$ cat src/rtl/pipelined_signed_adder.sv
// Purpose : two's-complement adder/subtractor split into STAGES carry-registered chunks, optional saturation.
// Latency : STAGES cycles from accepted operands to out_valid_o; one result per cycle sustained.
// Backpressure: whole pipeline freezes when out_valid_o=1 and out_ready_i=0; in_ready_o mirrors the enable.
module pipelined_signed_adder #(
    parameter int WIDTH  = 16,
    parameter int STAGES = 4,
    parameter bit SAT    = 1'b0
) (
    input  logic             clk_i,
    input  logic             rst_i,
    input  logic             in_valid_i,
    output logic             in_ready_o,
    input  logic [WIDTH-1:0] a_i,
    input  logic [WIDTH-1:0] b_i,
    input  logic             cin_i,
    input  logic             sub_i,
    output logic             out_valid_o,
    input  logic             out_ready_i,
    output logic [WIDTH-1:0] sum_o,
    output logic             cout_o,
    output logic             ovf_o
);

    // Guarded so an illegal STAGES value reaches the check below instead of dividing by zero.
    localparam int STG_SAFE = (STAGES > 0) ? STAGES : 1;
    localparam int CW       = WIDTH / STG_SAFE;

    localparam logic [WIDTH-1:0] SAT_MAX = {1'b0, {(WIDTH-1){1'b1}}};
    localparam logic [WIDTH-1:0] SAT_MIN = {1'b1, {(WIDTH-1){1'b0}}};

    if ((WIDTH < 4) || (WIDTH > 64) || (STAGES < 1) || (STAGES > WIDTH) ||
        ((WIDTH % STG_SAFE) != 0)) begin : g_param_check
        $error("pipelined_signed_adder: WIDTH must be 4..64 and a multiple of STAGES");
    end

    // ------------------------------------------------------------------
    // Global pipeline enable: every stage moves together, so a stalled
    // output register freezes the whole pipe and the input handshake.
    // ------------------------------------------------------------------
    logic en;
    logic out_vld_q;

    assign en          = ~out_vld_q | out_ready_i;
    assign in_ready_o  = en;
    assign out_valid_o = out_vld_q;

    // Subtraction is folded in up front: A - B == A + ~B + 1, cin ignored.
    logic [WIDTH-1:0] b_eff;
    logic             c_eff;

    assign b_eff = b_i ^ {WIDTH{sub_i}};
    assign c_eff = sub_i | cin_i;

    // ------------------------------------------------------------------
    // Intermediate stages 0 .. STAGES-2. Stage k adds chunk k and hands
    // the untouched upper operand bits, the finished low sum bits and the
    // chunk carry to stage k+1. Carry chains are at most CW bits long.
    // ------------------------------------------------------------------
    for (genvar k = 0; k < STAGES - 1; k++) begin : g_mid
        localparam int AW = WIDTH - k * CW;    // operand bits not yet added entering this stage
        localparam int LW = (k + 1) * CW;      // sum bits complete after this stage

        logic [AW-1:0] op_a;
        logic [AW-1:0] op_b;
        logic          op_c;
        logic          op_v;
        logic [CW:0]   chunk;
        logic [LW-1:0] lo_d;

        logic             vld_q;
        logic             c_q;
        logic [AW-CW-1:0] hi_a_q;
        logic [AW-CW-1:0] hi_b_q;
        logic [LW-1:0]    lo_q;

        if (k == 0) begin : g_from_ports
            assign op_a = a_i;
            assign op_b = b_eff;
            assign op_c = c_eff;
            assign op_v = in_valid_i;
            assign lo_d = chunk[CW-1:0];
        end else begin : g_from_prev
            assign op_a = g_mid[k-1].hi_a_q;
            assign op_b = g_mid[k-1].hi_b_q;
            assign op_c = g_mid[k-1].c_q;
            assign op_v = g_mid[k-1].vld_q;
            assign lo_d = {chunk[CW-1:0], g_mid[k-1].lo_q};
        end

        assign chunk = {1'b0, op_a[CW-1:0]} + {1'b0, op_b[CW-1:0]} + {{CW{1'b0}}, op_c};

        // Stage valid bit: cleared by reset, otherwise follows the upstream valid when enabled.
        always_ff @(posedge clk_i) begin
            if (rst_i) begin
                vld_q <= 1'b0;
            end else if (en) begin
                vld_q <= op_v;
            end
        end

        // Stage data: no reset needed, contents only matter while vld_q is set.
        always_ff @(posedge clk_i) begin
            if (en) begin
                c_q    <= chunk[CW];
                hi_a_q <= op_a[AW-1:CW];
                hi_b_q <= op_b[AW-1:CW];
                lo_q   <= lo_d;
            end
        end
    end

    // ------------------------------------------------------------------
    // Final stage: adds the top chunk, derives carry-out and signed
    // overflow, applies optional saturation and loads the output register.
    // With STAGES=1 this is the only stage and reads the ports directly.
    // ------------------------------------------------------------------
    logic [CW-1:0]    fin_a;
    logic [CW-1:0]    fin_b;
    logic             fin_c;
    logic             fin_v;
    logic [CW:0]      fin_chunk;
    logic [WIDTH-1:0] raw_sum;

    if (STAGES == 1) begin : g_fin_ports
        assign fin_a   = a_i;
        assign fin_b   = b_eff;
        assign fin_c   = c_eff;
        assign fin_v   = in_valid_i;
        assign raw_sum = fin_chunk[CW-1:0];
    end else begin : g_fin_prev
        assign fin_a   = g_mid[STAGES-2].hi_a_q;
        assign fin_b   = g_mid[STAGES-2].hi_b_q;
        assign fin_c   = g_mid[STAGES-2].c_q;
        assign fin_v   = g_mid[STAGES-2].vld_q;
        assign raw_sum = {fin_chunk[CW-1:0], g_mid[STAGES-2].lo_q};
    end

    assign fin_chunk = {1'b0, fin_a} + {1'b0, fin_b} + {{CW{1'b0}}, fin_c};

    logic             cout_d;
    logic             ovf_d;
    logic [WIDTH-1:0] sum_d;
    logic [WIDTH-1:0] sum_q;
    logic             cout_q;
    logic             ovf_q;

    // Carry-in to the MSB differs from carry-out exactly when both operand
    // signs agree and the result sign disagrees; the sign form avoids
    // splitting the top chunk when CW is a single bit.
    assign cout_d = fin_chunk[CW];
    assign ovf_d  = (fin_a[CW-1] ~^ fin_b[CW-1]) & (fin_chunk[CW-1] ^ fin_a[CW-1]);

    // Result select: clamp toward the common operand sign on overflow when saturating.
    always_comb begin
        sum_d = raw_sum;
        if (SAT && ovf_d) begin
            sum_d = fin_a[CW-1] ? SAT_MIN : SAT_MAX;
        end
    end

    // Output register: reset to zero, frozen while stalled, loaded only by valid results.
    always_ff @(posedge clk_i) begin
        if (rst_i) begin
            out_vld_q <= 1'b0;
            sum_q     <= '0;
            cout_q    <= 1'b0;
            ovf_q     <= 1'b0;
        end else if (en) begin
            out_vld_q <= fin_v;
            if (fin_v) begin
                sum_q  <= sum_d;
                cout_q <= cout_d;
                ovf_q  <= ovf_d;
            end
        end
    end

    assign sum_o  = sum_q;
    assign cout_o = cout_q;
    assign ovf_o  = ovf_q;

endmodule

$ cat config.mk
export PLATFORM = sky130hd
export DESIGN_NAME = pipelined_signed_adder
export DESIGN_NICKNAME = d
export VERILOG_FILES = /design/src/rtl/pipelined_signed_adder.sv
export SDC_FILE = /design/constraint.sdc
export NUM_CORES = 1
export LEC_CHECK = 0
export BUFFER_PORTS_ARGS = -buffer_cell sky130_fd_sc_hd__buf_2
export CORE_MARGIN = 1
export CORE_UTILIZATION = 25
export CTS_CLUSTER_SIZE = 30
export DETAILED_ROUTE_END_ITERATION = 8
export HOLD_SLACK_MARGIN = 0.06
export SYNTH_ARGS = -nofsm -noshare
export SYNTH_HDL_FRONTEND = slang
export SYNTH_SLANG_ARGS = --single-unit
$ cat constraint.sdc
create_clock -name clk_i -period 2.6 [get_ports clk_i]
set_input_delay 0.52 -clock clk_i [delete_from_list [all_inputs] [get_ports clk_i]]
set_output_delay 0.52 -clock clk_i [all_outputs]
set_load 0.02 [all_outputs]
==> results of run 1 <==
==> how the worst max path moves through the flow <==
stage                from                     end  slack [ns]  cells after the start
finish              sub_i  g_mid[0].c_q$_DFFE_PN_        0.55                      6
global route        sub_i  g_mid[0].c_q$_DFFE_PN_        0.52                      6
CTS                 sub_i  g_mid[0].c_q$_DFFE_PN_        0.56                      6
detailed placement  sub_i  g_mid[0].c_q$_DFFE_PN_        0.20                      6
global placement    sub_i  g_mid[0].c_q$_DFFE_PN_        0.25                      6
floorplan           sub_i  g_mid[0].c_q$_DFFE_PN_         0.1                      7
==> flip-flops by register name, summed over array words and instances, names as in the netlist <==
| name | cells |
|---|---|
| cout_o | 1 |
| fin_a | 4 |
| fin_b | 4 |
| fin_c | 1 |
| fin_v | 1 |
| g_mid.c_q | 2 |
| g_mid.hi_a_q | 20 |
| g_mid.hi_b_q | 20 |
| g_mid.lo_q | 24 |
| g_mid.vld_q | 2 |
| out_valid_o | 1 |
| ovf_o | 1 |
| sum_o | 16 |
==> metal layers <==
metal,global-route usage (%),routed length [um],up-vias
met5,0,0,-
met4,6.241,192,0
met3,1.669,217,10
met2,12.42,2701,40
met1,10.13,2649,887
li1,-,-,993
==> final cells by class <==
| cell class | instances | area [um^2] |
|---|---|---|
| multi-input cells | 128 | 982.2 |
| inverters | 13 | 48.80 |
| fillers | 1482 | 10080 |
| clock buffers | 13 | 271.5 |
| well taps | 184 | 230.2 |
| clock inverters | 3 | 23.77 |
| repair buffers | 61 | 315.3 |
| flip-flops and latches | 97 | 2693 |
==> stage by stage <==
stage	hold slack, ns	area [um^2]	setup WS (ns)
2_1_floorplan	0.4003	3787	0.09728
3_3_place_gp	0.4015	4269	0.2518
3_5_place_dp	0.4045	4269	0.1993
4_1_cts	0.3398	4564	0.5636
5_1_grt	0.3440	4564	0.5212
6_report	0.3559	4564	0.5520
==> kinds of logic (layout without fill, tap and decap cells) <==
logic type,count (synthesis),in the layout
muxes,2,2
DFF,97,97
buffers and inverters,22,90
AOI/OAI and AO/OA,32,32
and+or+nand+nor,51,51
xor gates and xnor gates,23,23
adders and majority gates,20,20
==> power groups by stage <==
| stage | Clock [mW] | Combinational, mW | Sequential, mW |
|---|---|---|---|
| after floorplan | 0 | 0.205 | 2.00 |
| after global placement | 0 | 0.296 | 2.01 |
| after detailed placement | 0 | 0.305 | 2.01 |
| after CTS | 1.31 | 0.307 | 1.98 |
| after global routing | 1.37 | 0.343 | 2.00 |
| final | 1.27 | 0.298 | 1.98 |
==> cell usage in the layout, fill, tap and decap left out, drive strengths merged, types with 3 or more instances in the layout <==
| cell type | count |
|---|---|
| buf | 61 |
| xor2 | 17 |
| nand2b | 3 |
| clkbuf | 13 |
| dfxtp | 22 |
| a21o | 7 |
| xnor2 | 6 |
| ha | 12 |
| a21oi | 20 |
| fa | 8 |
| nand2 | 29 |
| nor2 | 6 |
| inv | 13 |
| edfxtp | 75 |
==> cell usage after synthesis <==
library cell	count
nand2b_1	2
fa_1	8
edfxtp_1	75
xnor2_1	6
xor2_1	17
a211oi_1	1
nand4b_1	1
or4_4	1
a211oi_2	1
nand2_1	28
nor2_1	6
ha_1	12
and2_1	1
buf_6	2
buf_2	3
or2_2	1
nand3b_1	2
o21ai_0	2
a21o_1	7
nor3b_1	1
nand2_4	1
buf_8	1
inv_1	13
nand3_1	2
nor3_1	1
a21oi_1	20
dfxtp_1	22
nand2b_4	1
mux2i_1	2
o211ai_2	1
clkbuf_1	3
or4_1	1
nor2b_1	2
==> impl_metrics.tcl, run 1 <==
set metrics [dict create \
    status "finished, violations left" \
    violations "DRC" \
    power_mw 3.546 \
    clkPwrFrac_pct 35.9 \
    syn_inst 247 \
    drt-initial-drc-count 82 \
    finalHoldViolCount 0 \
    cts_htree_levels 3 \
    root_buffer "clkbuf_16" \
    cts_resized 0 \
    cts_num_sinks 97 \
    max_freq_mhz 488.3 \
    clockBufferDepth 2 \
    cts_buffers 9 \
    worstMarginPinSlew_ns 0.7019 \
    drive_gt1_share_pct 25.71 \
    slew_headroom_pct 53.20 \
    num_vias 1930 \
    drc 6 \
    required_ns 2.69 \
    firstDrtPassIters 6 \
    critPathKind "input pin to flip-flop" \
    path_clk_slew_ns 0.07 \
    fin_worst_skew_ns 0.007220 \
    die_h_um 125.1 \
    netlist.top_cell.by_area "edfxtp_1" \
    synth_xor_area_share_pct 5.319 \
    num_io_pins 58 \
    post_cts_buffers 0 \
    path_buf_inv 1 \
    instances_no_fill 499 \
    start_util_pct 25.86 \
    cp_top_family "adder cells" \
    tns_ns 0 \
    p_leak_nw 1.855 \
    worstHoldStart "a_i[8]" \
    areaGrowthSynthToFinish_pct 20.52 \
    track_usage_pct 8.128 \
    cp_cell_sequence "buf_2 -> or2_2 -> fa_1 -> fa_1 -> a21o_1 -> a21o_1" \
    cap_violations 0 \
    worstPathArrival_ns 2.14 \
    nets 368 \
    synth_top_family_by_area "adder cells" \
    core_um2 14640 \
    grt.overflow.total 0 \
    power_per_cell_area_nw_per_um2 777.0 \
    syn_avg_cell_area_um2 15.33 \
    synth_top_cells_by_area "edfxtp_1, dfxtp_1, fa_1" \
    reg2reg_to "cout_o$_SDFFE_PP0P_" \
    dp_hpwl_um 4160 \
    rr_worst_depth 5 \
    ys_types 33 \
    fin_crit_ns 2.048 \
    synth_seq_cells 97 \
    internal_power_mw 2.792 \
    die_w_um 125.1 \
    cp_max_fo 3 \
    synth-seq-area-share_pct 71.09 \
    netlist.area_leader.share_pct 59.46 \
    min_path_cells 1 \
    muxShareOfSynthArea_pct 0.5286 \
    crit_path_top_delay_cell "fa_1" \
    r2r-start "fin_a[0]$_DFFE_PN_" \
    min_to "g_mid[0].hi_a_q[4]$_DFFE_PN_" \
    syn_nets 305 \
    grt_max_degree 33 \
    ant_nets 0 \
    critPathMaxStageDelay_ns 0.41 \
    cts_tree "built" \
    p_sw_mw 0.7545 \
    ir_drop_mv 0.2940 \
    grt_pass1_vias 1983 \
    cts_hold_buffers 0 \
    setup.worst_path.start_class "input pin" \
    post-route-period-util_pct 78.77 \
    reg2reg_slack_ns 0.67 \
    p_comb_share_pct 8.4 \
    portBuffers 57 \
    seq_power_share_pct 55.7 \
    endpoint_kind "flip-flop" \
    synth_warnings 0 \
    grt_pass1_wl_um 9646 \
    dp.cells 483 \
    synth-compound-area-share_pct 5.154 \
    place.gp.congestion 0.6737 \
    swShare_pct 21.27 \
    wl_per_cell_um 11.54 \
    clk_latency_ns 0.34 \
    fp-row-count 44 \
    synthSimpleGateAreaFrac_pct 6.739 \
    n_antenna_cell 0 \
    syn_area_um2 3787 \
    drt-vias-per-instance 3.868 \
    rsz0062_at_grt "false" \
    yosys.area_share.adder_pct 8.193 \
    hold_class "input pin to flip-flop" \
    slew_violations 0 \
    setup_violations 0 \
    die_area_um2 15650 \
    fin_util_pct 31.17 \
    wl_um 5760 \
    antenna_found_initial 0 \
]
Power figures use the tool's default switching activity.
==> run 2, diff against run 1 <==
==> constraint.sdc (replaced) <==
create_clock -name clk_i -period 1.8 [get_ports clk_i]
set_input_delay 0.36 -clock clk_i [delete_from_list [all_inputs] [get_ports clk_i]]
set_output_delay 0.36 -clock clk_i [all_outputs]
set_load 0.02 [all_outputs]
==> run 2 against run 1 <==
The run still ends with DRC left. Combinational power is 55% higher. Total power up 49%. First-iteration DRC count shrank 30%. Setup slack got worse by 0.50 ns. Clock power rose by 54%. Largest cell class unchanged. Clock skew shrank 0.0023 ns. Global-route usage decreased by 0.12 points. Worst hold slack worse by 0.16 ns.
==> impl_metrics.tcl, run 2 (synthesis gave the netlist of run 1 again) <==
set metrics [dict create \
    p_leak_nw 1.886 \
    whs_ns 0.1988 \
    wl_um 5693 \
    cp_cell_sequence "buf_2 -> or2_2 -> fa_2 -> fa_2 -> a21o_1 -> a21o_1" \
    power_per_cell_area_nw_per_um2 1138 \
    required_ns 1.89 \
    grt.overflow.total 0 \
    cap_violations 0 \
    endpoint_kind "flip-flop" \
    slew_headroom_pct 53.79 \
    min_to "g_mid[0].hi_a_q[7]$_DFFE_PN_" \
    setup_slack_ns 0.05382 \
    cts_tree "built" \
    die_h_um 125.1 \
    cts_htree_levels 3 \
    die_area_um2 15650 \
    setup.worst_path.start_class "input pin" \
    postPlaceCellArea_um2 4300 \
    rr_worst_depth 5 \
    pre_cts_slack_ns -0.3470 \
    ir_drop_mv 0.3806 \
    antenna_found_initial 1 \
    reg2reg_to "cout_o$_SDFFE_PP0P_" \
    ant_nets 0 \
    clk_latency_ns 0.33 \
    worstHoldStart "a_i[11]" \
    wl_per_cell_um 11.39 \
    worstMarginPinSlew_ns 0.6932 \
    critPathKind "input pin to flip-flop" \
    drt-vias-per-instance 3.956 \
    num_io_pins 58 \
    setup_violations 0 \
    seq_power_share_pct 54.1 \
    reg2reg_slack_ns 0.08 \
    fp-row-count 44 \
    finalInstanceArea_um2 4637 \
    die_w_um 125.1 \
    start_util_pct 25.86 \
    dp_hpwl_um 4069 \
    min_path_cells 1 \
    p_comb_share_pct 8.8 \
    track_usage_pct 8.005 \
    rsz0062_at_grt "false" \
    n_antenna_cell 0 \
    num_vias 1978 \
    status "finished, violations left" \
    violations "DRC" \
    grt_max_degree 67 \
    crit_path_top_delay_cell "fa_2" \
    drive_gt1_share_pct 28.80 \
    post-route-period-util_pct 97.01 \
    fin_worst_skew_ns 0.004899 \
    root_buffer "clkbuf_16" \
    areaGrowthSynthToFinish_pct 22.43 \
    nets 369 \
    drt-initial-drc-count 57 \
    cp_max_fo 3 \
    largest_reg_flops 24 \
    final_cell_mix "edfxtp_1, buf_2, nand2_1, dfxtp_1, a21oi_1" \
    firstDrtPassIters 6 \
    path_clk_slew_ns 0.06 \
    worstPathArrival_ns 1.84 \
    top_regs "g_mid.lo_q (24), g_mid.hi_a_q (20), g_mid.hi_b_q (20)" \
    tns_ns 0 \
    clockBufferDepth 2 \
    cp_top_family "adder cells" \
    portBuffers 57 \
    critPathMaxStageDelay_ns 0.39 \
    finalHoldViolCount 0 \
    core_um2 14640 \
    drc 6 \
    path_buf_inv 1 \
    max_freq_mhz 572.7 \
    top_register "g_mid.lo_q" \
    slew_violations 0 \
    fin_crit_ns 1.746 \
    cts_buffers 9 \
    grt_pass1_vias 2050 \
    hold_class "input pin to flip-flop" \
    grt_pass1_wl_um 9508 \
    r2r-start "fin_a[0]$_DFFE_PN_" \
    final_common_cell "edfxtp_1" \
    cts_num_sinks 97 \
    fin_util_pct 31.66 \
    place.gp.congestion 0.6852 \
    internal_power_mw 4.160 \
    clkPwrFrac_pct 37.2 \
    p_sw_mw 1.116 \
    swShare_pct 21.15 \
]
==> run 2: area by class of cell <==
type,instances,area [um^2]
clock buffers,11,254.0
clock inverters,5,60.06
fillers,1448,10010
inverters,13,48.80
multi-input cells,128,1016
flip-flops and latches,97,2693
well taps,184,230.2
repair buffers,62,335.3
==> run 2: worst reg2reg max path: cells and delay by family (launching register included) <==
| kind | cells | cell delay (ns) |
|---|---|---|
| simple gates | 1 | 0.07 |
| compound gates | 2 | 0.35 |
| fa+ha+maj | 2 | 0.77 |
| flops | 1 | 0.40 |
==> run 2: repair_timing <==
item                                    4_1_cts  5_1_grt
endpoints found under the setup margin        1        4
hold endpoints to repair                      0        0
hold buffers                                  0        0
pin swaps                                     5        4
resized for setup                             2        2
buffers inserted                              1        0
==> run 2: worst max-delay path by stage <==
stage                     startpoint                     end  slack, ns  cells past startpoint
after floorplan                sub_i  g_mid[0].c_q$_DFFE_PN_      -0.32                      7
after global placement         sub_i  g_mid[0].c_q$_DFFE_PN_      -0.30                      6
after detailed placement       sub_i  g_mid[0].c_q$_DFFE_PN_      -0.35                      6
after CTS                      sub_i  g_mid[0].c_q$_DFFE_PN_       0.02                      6
after global routing           sub_i  g_mid[0].c_q$_DFFE_PN_      0.001                      6
final                          sub_i  g_mid[0].c_q$_DFFE_PN_       0.05                      6
==> run 2: metal layers <==
metal	part of all wire (%)	track usage [%]	wire, um	up-vias
met5	0	0	0	-
met4	3.5	6.241	199	0
met3	3.7	1.797	210	12
met2	47	13.01	2694	39
met1	45	9.188	2589	931
li1	-	-	-	996
==> run 2: metrics by stage <==
step	std cells	power, mW
after floorplan	247	3.206
final	500	5.276
after global routing	500	5.519
after global placement	483	3.339
after detailed placement	483	3.365
after CTS	500	5.351
==> run 2: power by group through the flow <==
stage | Clock (mW) | Combinational [mW] | Sequential [mW]
global placement | 0 | 0.441 | 2.90
detailed placement | 0 | 0.457 | 2.91
global route | 2.10 | 0.531 | 2.89
finish | 1.96 | 0.462 | 2.85
CTS | 2.02 | 0.470 | 2.86
floorplan | 0 | 0.310 | 2.90
